$ cat src/rtl/computational_unit_pkg.sv
// Shared definitions for the computational unit: ALU function codes,
// data bus source selects, write-enable bit positions and multiplier states.
package computational_unit_pkg;

    typedef enum logic [2:0] {
        NEG    = 3'd0,
        SUB    = 3'd1,
        ADD    = 3'd2,
        MUL    = 3'd3,
        SHIFT  = 3'd4,
        XOR    = 3'd5,
        AND    = 3'd6,
        NOT_OR = 3'd7
    } alu_fn_e;

    localparam logic [3:0] SRC_X    = 4'd0;
    localparam logic [3:0] SRC_Y    = 4'd1;
    localparam logic [3:0] SRC_R    = 4'd2;
    localparam logic [3:0] SRC_RHI  = 4'd3;
    localparam logic [3:0] SRC_M    = 4'd4;
    localparam logic [3:0] SRC_I    = 4'd5;
    localparam logic [3:0] SRC_DM   = 4'd6;
    localparam logic [3:0] SRC_IMM  = 4'd7;
    localparam logic [3:0] SRC_PINS = 4'd8;

    localparam int EN_X = 0;
    localparam int EN_Y = 1;
    localparam int EN_R = 2;
    localparam int EN_M = 3;
    localparam int EN_I = 4;
    localparam int EN_O = 5;

    typedef enum logic {
        ST_IDLE = 1'b0,
        ST_MUL  = 1'b1
    } mul_state_e;

endpackage

$ cat src/rtl/computational_unit_p_seq_multiplier.sv
// Unsigned shift-add multiplier: one partial product per cycle, WIDTH cycles
// per operation. done marks the final step; product is valid while done is high
// so the owner can capture it on the same edge the FSM returns to idle.
module seq_multiplier
    import computational_unit_pkg::*;
#(
    parameter int WIDTH = 4
) (
    input  logic                 clk,
    input  logic                 reset,
    input  logic                 start,
    input  logic [WIDTH-1:0]     a,
    input  logic [WIDTH-1:0]     b,
    output logic                 busy,
    output logic                 done,
    output logic [2*WIDTH-1:0]   product
);

    localparam int CW = $clog2(WIDTH + 1);

    mul_state_e         state;
    logic [2*WIDTH-1:0] mcand;
    logic [2*WIDTH-1:0] acc;
    logic [WIDTH-1:0]   mplier;
    logic [CW-1:0]      count;
    logic [2*WIDTH-1:0] acc_next;

    assign acc_next = mplier[0] ? acc + mcand : acc;
    assign done     = (state == ST_MUL) && (count == CW'(1));
    assign product  = acc_next;

    // Operand latch on start, then one shift-add step per cycle until count expires
    always_ff @(posedge clk or posedge reset) begin
        if (reset) begin
            state  <= ST_IDLE;
            busy   <= 1'b0;
            mcand  <= '0;
            acc    <= '0;
            mplier <= '0;
            count  <= '0;
        end else begin
            case (state)
                ST_IDLE: begin
                    if (start) begin
                        mcand  <= {{WIDTH{1'b0}}, a};
                        mplier <= b;
                        acc    <= '0;
                        count  <= CW'(WIDTH);
                        state  <= ST_MUL;
                        busy   <= 1'b1;
                    end
                end
                ST_MUL: begin
                    acc    <= acc_next;
                    mcand  <= mcand << 1;
                    mplier <= mplier >> 1;
                    count  <= count - CW'(1);
                    if (done) begin
                        state <= ST_IDLE;
                        busy  <= 1'b0;
                    end
                end
                default: state <= ST_IDLE;
            endcase
        end
    end

endmodule

$ cat src/rtl/computational_unit_p.sv
// Datapath of the custom micro: x/y register banks, data bus source mux,
// single-cycle ALU with zero/carry flags, sequential multiplier feeding r_hi:r,
// index/modifier address registers and the output port register.
module computational_unit_p
    import computational_unit_pkg::*;
#(
    parameter  int WIDTH = 4,
    parameter  int NXY   = 2,
    localparam int SEL_W = $clog2(NXY)
) (
    input  logic             clk,
    input  logic             reset,
    input  logic [3:0]       alu_op,
    input  logic [WIDTH-1:0] imm,
    input  logic [3:0]       source_sel,
    input  logic [WIDTH-1:0] dm,
    input  logic [WIDTH-1:0] i_pins,
    input  logic [SEL_W-1:0] x_wr_sel,
    input  logic [SEL_W-1:0] y_wr_sel,
    input  logic [SEL_W-1:0] x_sel,
    input  logic [SEL_W-1:0] y_sel,
    input  logic [5:0]       reg_en,
    input  logic             i_sel,
    output logic             busy,
    output logic             r_eq_0,
    output logic             r_carry,
    output logic [WIDTH-1:0] i,
    output logic [WIDTH-1:0] data_bus,
    output logic [WIDTH-1:0] o_reg
);

    logic [WIDTH-1:0]   x_bank [NXY];
    logic [WIDTH-1:0]   y_bank [NXY];
    logic [WIDTH-1:0]   r, r_hi, m;
    logic [WIDTH-1:0]   x_op, y_op, alu_res;
    logic               alu_cy, alu_upd;
    alu_fn_e            fn;
    logic               modifier;
    logic               mul_start, mul_done;
    logic [2*WIDTH-1:0] mul_prod;

    assign fn        = alu_fn_e'(alu_op[2:0]);
    assign modifier  = alu_op[3];
    assign x_op      = (int'(x_sel) < NXY) ? x_bank[x_sel] : '0;
    assign y_op      = (int'(y_sel) < NXY) ? y_bank[y_sel] : '0;
    assign mul_start = reg_en[EN_R] && (fn == MUL) && !busy;

    seq_multiplier #(.WIDTH(WIDTH)) u_mul (
        .clk     (clk),
        .reset   (reset),
        .start   (mul_start),
        .a       (x_op),
        .b       (y_op),
        .busy    (busy),
        .done    (mul_done),
        .product (mul_prod)
    );

    // Data bus source select; unused codes read as zero
    always_comb begin
        data_bus = '0;
        case (source_sel)
            SRC_X:    data_bus = x_op;
            SRC_Y:    data_bus = y_op;
            SRC_R:    data_bus = r;
            SRC_RHI:  data_bus = r_hi;
            SRC_M:    data_bus = m;
            SRC_I:    data_bus = i;
            SRC_DM:   data_bus = dm;
            SRC_IMM:  data_bus = imm;
            SRC_PINS: data_bus = i_pins;
            default:  data_bus = '0;
        endcase
    end

    // Single-cycle ALU; alu_upd low means r and the flags must be left alone
    always_comb begin
        alu_res = r;
        alu_cy  = 1'b0;
        alu_upd = 1'b1;
        case (fn)
            NEG:    if (modifier) alu_upd = 1'b0; else alu_res = '0 - x_op;
            SUB:    {alu_cy, alu_res} = {1'b0, x_op} - {1'b0, y_op};
            ADD:    {alu_cy, alu_res} = {1'b0, x_op} + {1'b0, y_op};
            MUL:    alu_upd = 1'b0;
            SHIFT:  if (modifier) {alu_res, alu_cy} = {1'b0, x_op};
                    else          {alu_cy, alu_res} = {x_op, 1'b0};
            XOR:    alu_res = x_op ^ y_op;
            AND:    alu_res = x_op & y_op;
            NOT_OR: alu_res = modifier ? (x_op | y_op) : ~x_op;
            default: alu_upd = 1'b0;
        endcase
    end

    // Register bank writes from the data bus
    always_ff @(posedge clk or posedge reset) begin
        if (reset) begin
            for (int n = 0; n < NXY; n++) begin
                x_bank[n] <= '0;
                y_bank[n] <= '0;
            end
        end else begin
            if (reg_en[EN_X] && int'(x_wr_sel) < NXY) x_bank[x_wr_sel] <= data_bus;
            if (reg_en[EN_Y] && int'(y_wr_sel) < NXY) y_bank[y_wr_sel] <= data_bus;
        end
    end

    // Result and flags: multiplier completion, or a single-cycle op while idle
    always_ff @(posedge clk or posedge reset) begin
        if (reset) begin
            r       <= '0;
            r_hi    <= '0;
            r_eq_0  <= 1'b1;
            r_carry <= 1'b0;
        end else if (mul_done) begin
            {r_hi, r} <= mul_prod;
            r_eq_0    <= (mul_prod == '0);
            r_carry   <= 1'b0;
        end else if (reg_en[EN_R] && !busy && alu_upd) begin
            r       <= alu_res;
            r_eq_0  <= (alu_res == '0);
            r_carry <= alu_cy;
        end
    end

    // Address registers and output port
    always_ff @(posedge clk or posedge reset) begin
        if (reset) begin
            m     <= '0;
            i     <= '0;
            o_reg <= '0;
        end else begin
            if (reg_en[EN_M]) m <= data_bus;
            if (reg_en[EN_I]) i <= i_sel ? i + m : data_bus;
            if (reg_en[EN_O]) o_reg <= data_bus;
        end
    end

endmodule

$ cat config.mk
export PLATFORM = sky130hd
export DESIGN_NAME = computational_unit_p
export DESIGN_NICKNAME = d
export VERILOG_FILES = /design/src/rtl/computational_unit_pkg.sv /design/src/rtl/computational_unit_p_seq_multiplier.sv /design/src/rtl/computational_unit_p.sv
export SDC_FILE = /design/constraint.sdc
export NUM_CORES = 1
export LEC_CHECK = 0
export CAP_MARGIN = 10
export CORE_MARGIN = 4
export CORE_UTILIZATION = 30
export DETAILED_ROUTE_END_ITERATION = 8
export HOLD_SLACK_MARGIN = 0.08
export PLACE_DENSITY = 0.46
export SETUP_SLACK_MARGIN = 0.15
export SKIP_CTS_REPAIR_TIMING = 1
export SLEW_MARGIN = 20
export SYNTH_ARGS = -nofsm -noshare
export SYNTH_HDL_FRONTEND = slang
export SYNTH_SLANG_ARGS = --single-unit
$ cat constraint.sdc
create_clock -name clk -period 4.11 [get_ports clk]
set_input_delay 1.0275 -clock clk [delete_from_list [all_inputs] [get_ports clk]]
set_output_delay 1.0275 -clock clk [all_outputs]
set_load 0.02 [all_outputs]
# Word level (Yosys, flattened, before mapping)
# Cells that the tools add are included.
# word_totals
regBits	63
output_inout_bits	15
# op_classes
bitwise	9
n_reduce_logical	14
add_sub_neg	6
magnitude_cmp	6
n_eq_ne	18
mux	43
# op_table
operator	n
$mux 4	15
$pmux 4 s9	1
$pmux 8 s2	2
$pmux 4 s7	1
$mux 8	3
$bwmux 8	2
$eq 4x3->1 const B	4
$eq 3x3->1 const B	4
$mux 1	10
$add 8x8->8	1
$demux 4 s1	2
$eq 4x2->1 const B	2
$ge 2x2->1 const B	4
$logic_not 4->1	2
$logic_not 8->1	1
$not 1->2	4
$pmux 4 s2	1
$logic_and 1x1->1	7
$eq 3x1->1 const B	2
$eq 3x2->1 const B	2
$pmux 1 s2	3
$pmux 3 s2	1
$add 4x4->5	1
$sub 4x4->5	1
18 further kinds	20

# Depth between registers and ports, before layout
# logic_depth
depth_word	10
ltp_mapped	12
ltp_nobuf	11

# Hierarchy
# From an unflattened synthesis, not the netlist that was laid out.
# hier_totals
hier_cells	469
area_unflattened_um2	4331.7
# modules_own_cells
mod	n_inst	cells_each	area_per_inst_um2
computational_unit_p	1	314	2845.2
seq_multiplier	1	155	1486.4

# Worst setup path after synthesis
# No wires, ideal clock.
# synth_path
path_type	input port to output port
startpoint	in source_sel[2]
endpoint	out data_bus[0]
slack_ns	0.489
cell_stages	7
required_time_ns	3.083
arrival_time_ns	2.594
path_cell_list	clkbuf_1 mux2_1 a22o_1 a222oi_1 nor2_1 a21oi_2 inv_1
# synth_via
elab_chain_len	2
elab_cells_between_ends	10
# synth_lines
element	line_no	rtl
start, declared	computational_unit_p.sv:15	input logic [3:0] source_sel,
$eq 4x4->1 (tied with other cells)	computational_unit_p.sv:62	case (source_sel)
$pmux 4 s9 *	computational_unit_p.sv:62	
end, declared	computational_unit_p.sv:28	output logic [WIDTH-1:0] data_bus,
# Every way passes the cells marked *; elsewhere a longest branch is shown, timed or not.

# Worst setup path in the final report
# layout_path
startpoint	in source_sel[2]
endpoint	out data_bus[1]
# The elaborated chain is that of the path after synthesis.

==> results.toml <==
[setup_path]
timing.rr.end = "r[0]"
worstSetupStartpoint = "source_sel[2]"
worstPathMaxFanout = 15
crit_family = "buffers and inverters"
r2r_cells = 6
critPathBufInv = 4
setup.worst_path.class = "primary input to primary output"
crit_chain = "clkdlybuf4s50_1 -> buf_4 -> mux2_2 -> a22o_1 -> a21oi_1 -> o22a_1 -> inv_1 -> dlymetal6s2s_1"
worst_setup_path_start_kind = "primary input"
end_kind = "primary output"
r2r_start = "u_mul.state"
rrSetupSlack_ps = 1530
cpMaxStageDelayCell = "clkdlybuf4s50_1"
critPathArrivalTime_ps = 2870
critPathMaxStageDelay_ps = 500
cp.required_ps = 3080

[timing]
fin_crit_sh = 0.9495
max_freq_mhz = 256.3
relSlewSlack = 0.4055
hold_ws_ps = 483.3
slew_violations = 0
period_needed_ps = 3902
tns_ps = 0
setup_viol_count_final = 0
tightestPinTransition_ps = 891.7
finClkSkew_ps = 6.261
hold_viol = 0
rsz0062_at_grt = "true"

[status]
status = "complete, no violations"

[yosys]
yosysWarnings = 0
ys_ff_latch = 63
syn_avg_cell_area_um2 = 8.936
netlist_area_um2 = 4414
ys.flop_type = "dfrtp_1"
syn_nets = 556
synthArstFlopShare = 1.000
synth_edf_count = 0
ys_seq_area_frac = 0.3574
postSynthCellCount = 494
synth_cell_type_count = 74

[power]
seqPwrFrac = 0.334
vdd_drop_max_uv = 226.8
combPwrFrac = 0.263
p_per_area_nw_per_um2 = 374.5
leakage_nw = 2.503
switching_power_mw = 0.6205
intPower_mw = 1.504
clockPowerShare = 0.404
switching_share = 0.2920

[cts]
clock_latency_ps = 340
cts-buffers-inserted = 9
clock_path_buffers = 2
root_buffer = "clkbuf_16"
cts.sinks = 63
cts_tree = "yes"
htree_num_levels = 3
clk_pin_slew_worst_paths_ps = 50

[route]
ant_nets = 0
via_count = 3849
drt_iter0_drc = 172
wl_mm = 12.59
drc = 0
wl_per_cell_um = 16.67
first_pass_iters = 4
vias_per_cell = 5.098

[min_path]
whs_path_depth = 2
hold_start = "r_hi[1]"
hold_end = "r_hi[1]"
worstHoldPathType = "flop to flop"

[floorplanning]
die_x_um = 129.3
start_util = 0.3049
fp.dieArea_um2 = 16720
ioPinCount = 48
row_count = 44
coreArea_um2 = 14480
die_height_um = 129.3

[placement]
io_buffers = 47
dpl.hpwl_mm = 9.427
gp_congestion = 0.8572
placed_cell_area_um2 = 5285

[cells_and_area]
final_cell_area_um2 = 5674
drive_gt1_frac = 0.1734
diodes = 0
areaGrowthSynthToFinish_pct = 28.54
layout.nets = 629

[global_routing]
grt_max_degree = 49
grt_usage = 0.1544
grt_pass1_wl_mm = 20.15
grt.overflow.total = 0
antenna_found_initial = 0
grt_pass1_vias = 3818

[job]
maxCapViolCount = 0
-- per-layer routing --
metal  track usage  vias to the layer above  part of all wire
li1              -                     1912                 -
met1        0.2181                     1838              0.49
met2        0.2320                       80              0.45
met3       0.04122                       19             0.046
met4       0.04571                        0             0.018
met5             0                        -                 0
-- cells in the final DEF, fill, tap and decap left out, types with 5 or more instances in the layout --
| cell | Yosys | routed |
|---|---|---|
| clkdlybuf4s50_1 | 0 | 41 |
| o211ai_1 | 5 | 5 |
| clkbuf_16 | 0 | 9 |
| o21ai_0 | 34 | 34 |
| nor2_1 | 49 | 49 |
| a21oi_1 | 34 | 34 |
| mux2i_4 | 4 | 5 |
| a211oi_1 | 8 | 8 |
| nor3_1 | 13 | 13 |
| inv_1 | 20 | 18 |
| buf_4 | 1 | 43 |
| mux2i_1 | 15 | 13 |
| nor2b_1 | 7 | 7 |
| nand3_1 | 6 | 6 |
| a21oi_2 | 5 | 5 |
| xnor2_1 | 6 | 6 |
| a21o_1 | 7 | 7 |
| dfrtp_1 | 62 | 62 |
| ha_1 | 25 | 25 |
| inv_2 | 6 | 7 |
| o22ai_1 | 6 | 6 |
| nand2b_1 | 11 | 11 |
| nand3b_1 | 5 | 5 |
| nand2_1 | 51 | 51 |
-- synth_stat cells, types with 4 or more instances --
cell type,instances,share of area
dfrtp_1,62,0.35
nand3_1,6,0.0068
mux2i_1,15,0.034
nand3b_1,5,0.0085
mux2_2,4,0.010
nand2_1,51,0.043
a21o_1,7,0.012
xnor2_1,6,0.012
o211ai_1,5,0.0085
nor3_1,13,0.015
a221oi_1,4,0.0079
a211oi_1,8,0.014
o21ai_0,34,0.039
a21oi_1,34,0.039
inv_1,20,0.017
o21a_1,4,0.0068
o21ai_1,4,0.0045
nor2b_1,7,0.0099
nor2_1,49,0.042
nand2b_1,11,0.016
buf_1,5,0.0043
o22ai_1,6,0.0085
fa_1,4,0.018
inv_2,6,0.0051
clkbuf_1,16,0.014
mux2i_4,4,0.020
a21oi_2,5,0.0099
ha_1,25,0.071
buf_2,5,0.0057
-- worst min-delay path, cell delays in order, from the launching register on --
cell and delay, ps:
dfrtp_1 340, nand2_1 50, o21ai_0 60
-- worst max path at each step --
stage | end | cells past startpoint
after global placement | data_bus[0] | 10
after CTS | data_bus[3] | 10
after global routing | data_bus[0] | 8
after detailed placement | data_bus[3] | 10
final | data_bus[1] | 8
after floorplan | data_bus[0] | 7
-- per-stage QoR --
step | setup WS (ps) | cells | utilization | power, mW
CTS | -266.6 | 751 | 0.3879 | 2.141
global route | 79.79 | 755 | 0.3919 | 2.241
detailed placement | -255.8 | 736 | 0.3650 | 1.270
finish | 207.6 | 755 | 0.3919 | 2.125
floorplan | 488.7 | 494 | - | 1.037
global placement | -247.7 | 736 | 0.3650 | 1.268
-- cell families after synthesis --
logic type / Yosys count / share of synthesized area
AND/OR/NAND/NOR: 166 / 0.1828
flip-flops: 63 / 0.3574
buffers and inverters: 54 / 0.04989
XOR/XNOR: 8 / 0.01587
adder cells (fa/ha/maj): 29 / 0.08900
AO/OA/AOI/OAI: 146 / 0.2194
multiplexers: 28 / 0.08560
-- power by group through the flow --
stage               Clock [mW]  Sequential [mW]  Combinational, mW
floorplan                    0            0.728              0.310
CTS                      0.879            0.708              0.554
detailed placement           0            0.719              0.552
finish                   0.858            0.709              0.558
global route             0.910            0.716              0.615
global placement             0            0.718              0.551
-- final cells by class --
class,instances,area (um2)
inverters,26,98.84
multi-input cells,377,2636
repair buffers,90,799.5
clock inverters,3,65.06
well taps,184,230.2
fillers,1435,8805
flip-flops and latches,63,1578
clock buffers,12,266.5
(Power assumes the default switching activity.)
==> RTL change, RTL diff (config.mk and constraints unchanged) <==
Put one more register stage on the output `o_reg`, cleared by the reset. The value now appears one clock later. The other outputs are not delayed to match.
--- a/src/rtl/computational_unit_p.sv
+++ b/src/rtl/computational_unit_p.sv
@@ -28,6 +28,8 @@
     output logic [WIDTH-1:0] data_bus,
     output logic [WIDTH-1:0] o_reg
 );
+
+    logic [WIDTH-1:0] o_reg_s0;
 
     logic [WIDTH-1:0]   x_bank [NXY];
     logic [WIDTH-1:0]   y_bank [NXY];
@@ -128,11 +130,19 @@
         if (reset) begin
             m     <= '0;
             i     <= '0;
-            o_reg <= '0;
+            o_reg_s0 <= '0;
         end else begin
             if (reg_en[EN_M]) m <= data_bus;
             if (reg_en[EN_I]) i <= i_sel ? i + m : data_bus;
-            if (reg_en[EN_O]) o_reg <= data_bus;
+            if (reg_en[EN_O]) o_reg_s0 <= data_bus;
+        end
+    end
+
+    always_ff @(posedge clk or posedge reset) begin
+        if (reset) begin
+            o_reg <= '0;
+        end else begin
+            o_reg <= o_reg_s0;
         end
     end
 
Behaviour: not the same (Yosys sat finds a counterexample within 4 cycles, from zero or initial values and one cycle with reset high).
==> RTL change against the unedited design <==
Critical path depth down 1; sequential power up 6.5%; cell area down 1.8%; area after synthesis down 0.23%; final cell count down 0.53%; worst setup slack better by 0.061 ns; largest power group is now registers; total power down 7.0%; count of clock-buffer cells in the layout unchanged; global-route usage up 0.89 points; sequential cell count up 4; wire length up 4.1%.
==> RTL change: results (changes against the unedited design) <==
* Status: finished, final reports clean
* CP peak stage delay at 0.51 ns
* Crit path max-delay family: buffers and inverters
* NumNets Final at 624 (-0.79%)
* Hold Path Sink: o_reg[3]
* Top post-synthesis cells by area: dfrtp_1 38%, ha_1 7.1%, nand2_1 5.2%, o21ai_0 4.7%, nor2_1 4.0%
* Worst R2R End: r[2]
* H-tree depth at 3 (unchanged)
* Worst Reg2Reg Path Length in Cells at 11 (+5)
* Hold path cells at 0 (-2)
* Hold slack at 0.382 ns (-0.101 ns)
* RR Startpoint: x_bank[4]
* DR vias/cell at 5.06 (-0.69%)
* Syn Nets at 551 (-0.90%)
* Port bufs at 47 (unchanged)
* Vias in the first global route at 3908 (+2.4%)
* Critical path's slowest cell: mux4_2
* Pre-CTS setup slack at -0.370 ns (-0.114 ns)
* CP Max Fanout at 9 (-6)
* Worst clock skew at 0.00549 ns (-0.000774 ns)
* First-pass DRT Iterations at 4 (unchanged)
* Routed WL at 13.1 mm (+4.1%)
* Crit path DAT at 2.81 ns (-0.06 ns)
* Buffer depth of the longest clock path at 2 (unchanged)
* Reg-to-reg slack, setup at between 1.5 and 2 ns
* Final HPWL DP at 10.1 mm (+7.4%)
* Netlist cell types at 63 (-15%)
* Worst Hold Class: register to register
* TritonCTS Buffers at 9 (unchanged)
* Initial drt markers at 166 (-3.5%)
* Hold Path Origin: o_reg_s0[3]
* All-Layer GR Usage at 16.3% (+0.89 points)
* Ratio of cells with drive above 1 in the final layout at 15.0% (-2.3 points)
* Relative slew slack at 48.4% (+7.8 points)
* # fillers at 1463 (+2.0%)
* Pleak at 2.51 nW (+0.11%)
* Post-synth top cells: 66 x dfrtp_1, 61 x nand2_1, 47 x nor2_1, 41 x o21ai_0, 29 x a21oi_1
* Seq/Total Area, Yosys at 38.1% (+2.4 points)
* First-pass GRT wire length at 21.1 mm (+4.6%)
* Pin count of the biggest net entering global routing at 36 (-27%)
* GP Congestion at 0.847 (-1.2%)
* Clk Latency, worst-skew pair at 0.34 ns (about the same)
* VDD IR-drop max at 195 uV (-14%)
-- RTL change: cell families after synthesis --
| logic type | after synthesis | synth area share (%) |
|---|---|---|
| xor gates and xnor gates | 11 | 2.19 |
| muxes | 28 | 8.72 |
| and+or+nand+nor | 160 | 16.6 |
| adders and majority gates | 29 | 8.92 |
| DFF | 67 | 38.1 |
| AOI/OAI and AO/OA | 140 | 20.6 |
| buffers and inverters | 54 | 4.91 |
-- RTL change: how the worst max path moves through the flow --
| stage | start | endpoint | slack, ns | cells after the start |
|---|---|---|---|---|
| 4_1_cts | x_sel | data_bus[0] | -0.38 | 9 |
| 5_1_grt | source_sel[2] | data_bus[3] | 0.19 | 8 |
| 2_1_floorplan | x_sel | data_bus[0] | 0.50 | 7 |
| 6_report | source_sel[2] | data_bus[0] | 0.27 | 7 |
| 3_5_place_dp | x_sel | data_bus[0] | -0.37 | 9 |
| 3_3_place_gp | x_sel | data_bus[0] | -0.34 | 9 |
-- RTL change: report_power, final --
part | switching (mW) | total [mW] | leakage, nW | internal [mW]
Combinational | 0.265 | 0.506 | 1.59 | 0.241
Sequential | 0.0475 | 0.755 | 0.781 | 0.708
Clock | 0.292 | 0.716 | 0.133 | 0.424
-- RTL change: metrics by stage --
step	instances	area, um^2	util, %
global placement	735	5290	36.5
CTS	751	5560	38.4
detailed placement	735	5290	36.5
floorplan	489	4400	-
global route	751	5570	38.5
finish	751	5570	38.5
-- RTL change: area by class of cell --
| cell class | instances | area, um^2 | area share, % |
|---|---|---|---|
| Inverter | 31 | 116 | 2.09 |
| Sequential cell | 67 | 1680 | 30.1 |
| Timing Repair Buffer | 85 | 759 | 13.6 |
| Multi-Input combinational cell | 368 | 2510 | 45.1 |
| Tap cell | 184 | 230 | 4.13 |
| Clock buffer | 12 | 246 | 4.42 |
| Clock inverter | 4 | 26.3 | 0.472 |
-- RTL change: routing by layer --
metal | track usage, % | share of wire (%) | vias up
met5 | 0 | 0 | -
met4 | 4.51 | 1.6 | 0
met3 | 5.28 | 5.1 | 19
met2 | 26.2 | 47 | 88
met1 | 21.3 | 46 | 1795
li1 | - | - | 1900
